**src/rtl/reg_file_2r1w.sv**
```systemverilog
// Eight-entry register file: one synchronous write port, two combinational read ports,
// per-register written flags and a saturating write counter. Optional write-to-read
// forwarding is enabled by defining REG_FILE_BYPASS_EN.
module reg_file_2r1w #(
    parameter int DATA_W = 8,
    parameter int ADDR_W = 3
) (
    input  logic              clk,
    input  logic              rst_n,
    input  logic              write_en,
    input  logic [ADDR_W-1:0] write_addr,
    input  logic [DATA_W-1:0] write_data,
    input  logic [ADDR_W-1:0] read_addr1,
    input  logic [ADDR_W-1:0] read_addr2,
    output logic [DATA_W-1:0] read_data1,
    output logic [DATA_W-1:0] read_data2,
    output logic              read_valid1,
    output logic              read_valid2,
    output logic [7:0]        write_count
);

    localparam int DEPTH = 1 << ADDR_W;

`ifdef REG_FILE_BYPASS_EN
    localparam bit BYPASS = 1'b1;
`else
    localparam bit BYPASS = 1'b0;
`endif

    logic [DATA_W-1:0] mem_q [DEPTH];
    logic [DEPTH-1:0]  written_q;
    logic [7:0]        count_q;
    logic [7:0]        count_d;

    // NOTE: every variable assigned in always_comb gets a default first, so no latch is inferred.
    always_comb begin
        count_d = count_q;
        if (write_en && (count_q != 8'hFF)) begin
            count_d = count_q + 8'd1;
        end
    end

    // NOTE: the storage array is reset because uninitialised registers must read as zero;
    // this costs a reset net per bit, which is why larger RAMs are usually left unreset.
    always_ff @(posedge clk or negedge rst_n) begin
        if (!rst_n) begin
            for (int i = 0; i < DEPTH; i++) begin
                mem_q[i] <= '0;
            end
            written_q <= '0;
            count_q   <= '0;
        end else begin
            count_q <= count_d;
            if (write_en) begin
                mem_q[write_addr]     <= write_data;
                written_q[write_addr] <= 1'b1;
            end
        end
    end

    // Forwarding is gated by rst_n so the outputs stay zero while reset is held.
    always_comb begin
        read_data1  = mem_q[read_addr1];
        read_valid1 = written_q[read_addr1];
        read_data2  = mem_q[read_addr2];
        read_valid2 = written_q[read_addr2];
        if (BYPASS && rst_n && write_en) begin
            if (read_addr1 == write_addr) begin
                read_data1  = write_data;
                read_valid1 = 1'b1;
            end
            if (read_addr2 == write_addr) begin
                read_data2  = write_data;
                read_valid2 = 1'b1;
            end
        end
    end

    assign write_count = count_q;

endmodule

```
**config.mk**
```make
export PLATFORM = sky130hd
export DESIGN_NAME = reg_file_2r1w
export DESIGN_NICKNAME = d
export VERILOG_FILES = /design/src/rtl/reg_file_2r1w.sv
export SDC_FILE = /design/constraint.sdc
export NUM_CORES = 1
export LEC_CHECK = 0
export ABC_AREA = 1
export CORE_ASPECT_RATIO = 0.9
export CORE_MARGIN = 1.5
export CORE_UTILIZATION = 35
export DETAILED_ROUTE_END_ITERATION = 8
export GPL_TIMING_DRIVEN = 1
export SYNTH_ARGS = -nofsm -noshare
export SYNTH_HDL_FRONTEND = slang
export SYNTH_SLANG_ARGS = --single-unit
```
**constraint.sdc**
```tcl
create_clock -name clk -period 1.48 [get_ports clk]
set_clock_uncertainty 0.2 [all_clocks]
set_input_delay 0.37 -clock clk [delete_from_list [all_inputs] [get_ports clk]]
set_output_delay 0.37 -clock clk [all_outputs]
set_load 0.01 [all_outputs]
```
==> metrics <==
status complete, but fails checks; failing checks negative setup slack; Die Area 13900 µm²; grt ovf 0; Post-Route WL 13.8 mm; share of layout cells above drive strength 1 34.5%; top post-synthesis cells by area dfrtp_1 (43%), nand2_1 (21%), o211ai_1 (12%), o21ai_2 (6.1%), inv_1 (4.8%); first-pass GRT wire length 22.5 mm; mux share of post-synthesis cell area 0%; ANT cells 0; crit path max fanout 3; Final Hold Vio Count 0; RSZ-0062 raised after global routing yes; WS Path Type flip-flop to output pin; Top Usage Layer GRT met2; most frequent cells in the layout nand2_1 (230), dfrtp_1 (79), o211ai_1 (72); Tot Pwr 7.62 mW; Die Ht 112 µm; sequential area share after synthesis 43.3%; Area Growth Syn to Fin 41.9%; syn nets 630; Synth Area in Adders 0.270%; CTS sink cnt 80; met1 Usage GRT 28.6%; Syn Inst Count 609; crit path capture type output pin; Clock transition at path regs 60 ps; fillers 1268; num ports 46; # Max-Cap Violations 0; Pre-antenna DRT Iters 5; routability cong. 0.867; NumNets Final 744; Synth Area in XOR/XNOR 0.379%; core box area 12800 µm²; Cell variety after synth 25; CTS tree built; Synth top area share 43.3%; CP Data Arrival Time 1380 ps; Final ANT Viol Nets 0; FF/Latch Area 2000 µm²; commonest non-fill, non-tap cell in the layout nand2_1; overall routing resource usage 21.3%; Synth area leader dfrtp_1; worst rel slew slack 75.6%; vias in the first global route 4331; DP Area 5800 µm²; crit path buf inv count 1; clock tree buffer depth 2; initial core utilization 36.2%; met3 Use GR 5.28%; Synthesis Warnings 0; Period minus WS final 1950 ps; Worst Path Required 910 ps; Final WS setup -469 ps; First DRT Iteration DRCs 399; port bufs 45; achievable clock frequency 513 MHz; FF+latch count, synth 80; Final Cycle Share 132%; Peak VDD IR 0.620 mV; most used cell, CP nand2_1; Num CTS Buffers 9; routed length per instance 15.4 µm; Die Span X 124 µm; biggest cell delay along the critical path 400 ps; Compound-Gate Fraction of Synth Area 21.6%; syn avg cell area 7.60 µm²; multi-input logic area 2350 µm²; DR vias 4498; Root Driver clkbuf_16; Vias per Instance 5.04; CP max stage cell dfrtp_1; Final setup viols 19; worst-margin pin slew 365 ps; Leakage 3.23 nW; Critical Path Source Type flip-flop; largest net degree at the start of global routing 44; synthesized area 4630 µm²; design area 6570 µm²; Residual DRC 0; main combinational cell family by area after synthesis simple AND/OR/NAND/NOR gates; Simple-Gate Fraction of Synth Area 24.8%; min-delay worst type primary input to asynchronous set/reset pin; PwrDens 1160 nW/µm²; Rows 39; antenna violations before repair 0; Worst-Skew Late Latency 340 ps; family with the most delay on the worst path flip-flops; max-slew violation count 0; met2 usage 34.1%; DP HPWL 9.43 mm; worst-path cell chain o211ai_1, nand2_1, nand2_1, nand2_2, buf_6; H-tree Lvls 3
kinds of logic after synthesis:
| group | after synthesis |
|---|---|
| AND/OR/NAND/NOR | 289 |
| AO/OA/AOI/OAI | 140 |
| buffers and inverters | 97 |
| flip-flops | 80 |
| XOR/XNOR | 2 |
| adder cells (fa/ha/maj) | 1 |
path summary, 6_finish.rpt:
path,cells past startpoint,from,endpoint,slack [ps]
setup / recovery,5,written_q[6],read_valid1,-470
hold / removal,2,rst_n,write_count[5],230
setup reg to reg,8,write_count[1],write_count[6],30
hold reg to reg,2,written_q[3],written_q[3],270
max in group asynchronous,3,rst_n,mem_q[53],350
min in group clk,2,written_q[3],written_q[3],270
worst reg2reg max path, cell delays in order, from the launching register on:
cell     delay (ps)
dfrtp_1         390
buf_6           130
ha_4            160
buf_6           120
nand2_4          70
buf_6            90
nor3_1           30
o21ai_1         110
inv_1            40
synth_stat cells (all sizes together):
cell	number
clkbuf	2
xnor2	1
o21ai	67
a21oi	1
nand2	269
nand4	1
buf	30
o211ai	72
inv	63
nand3	4
xor2	1
nor3	1
ha	1
dfrtp	80
nor2	14
clkinv	2
what timing repair did:
item                                    in CTS  in global routing
setup buffers                               14                 14
hold buffers                                 1                  0
gates resized for setup                    184                 24
endpoints found under the setup margin      59                 27
endpoints found under the hold margin       80                  0
cloned                                       5                  0
pin swaps                                   65                 42
area by class of cell:
cell class / instances / area share, %
timing repair buffer: 133 / 21.5
inverter: 65 / 4.23
multi-input combinational: 434 / 35.8
clock inverter: 4 / 0.781
clock buffer: 12 / 4.06
tap: 164 / 3.12
sequential: 80 / 30.5
metal layers:
metal / share of wire [%] / wire (µm)
met3: 5.1 / 700
met1: 46 / 6360
met4: 1.9 / 260
met2: 47 / 6450
met5: 0 / 0
where the power goes:
part           leakage [nW]  internal [mW]  switching, mW  total, mW
Clock                 0.155           1.44          0.878       2.32
Combinational          2.10           1.20           1.23       2.43
Sequential            0.976           2.58          0.294       2.87
Total                  3.23           5.23           2.40       7.62
stage by stage:
step | setup slack [ps] | hold WS, ps | setup TNS (ps) | cells | util (%)
after global routing | -560 | 250 | -8440 | 892 | 51.4
after floorplan | -41.6 | -126 | -742 | 609 | -
after global placement | -1110 | 45.0 | -45720 | 842 | 45.4
final | -469 | 226 | -6910 | 892 | 51.4
after detailed placement | -1090 | 46.7 | -46620 | 842 | 45.4
after CTS | -493 | 223 | -7240 | 878 | 50.0
state kept, by name (all words and copies together) (netlist names):
| signal | cells |
|---|---|
| write_count | 8 |
| written_q | 8 |
| mem_q | 64 |
Note: power is estimated with default switching activity, not from simulation.
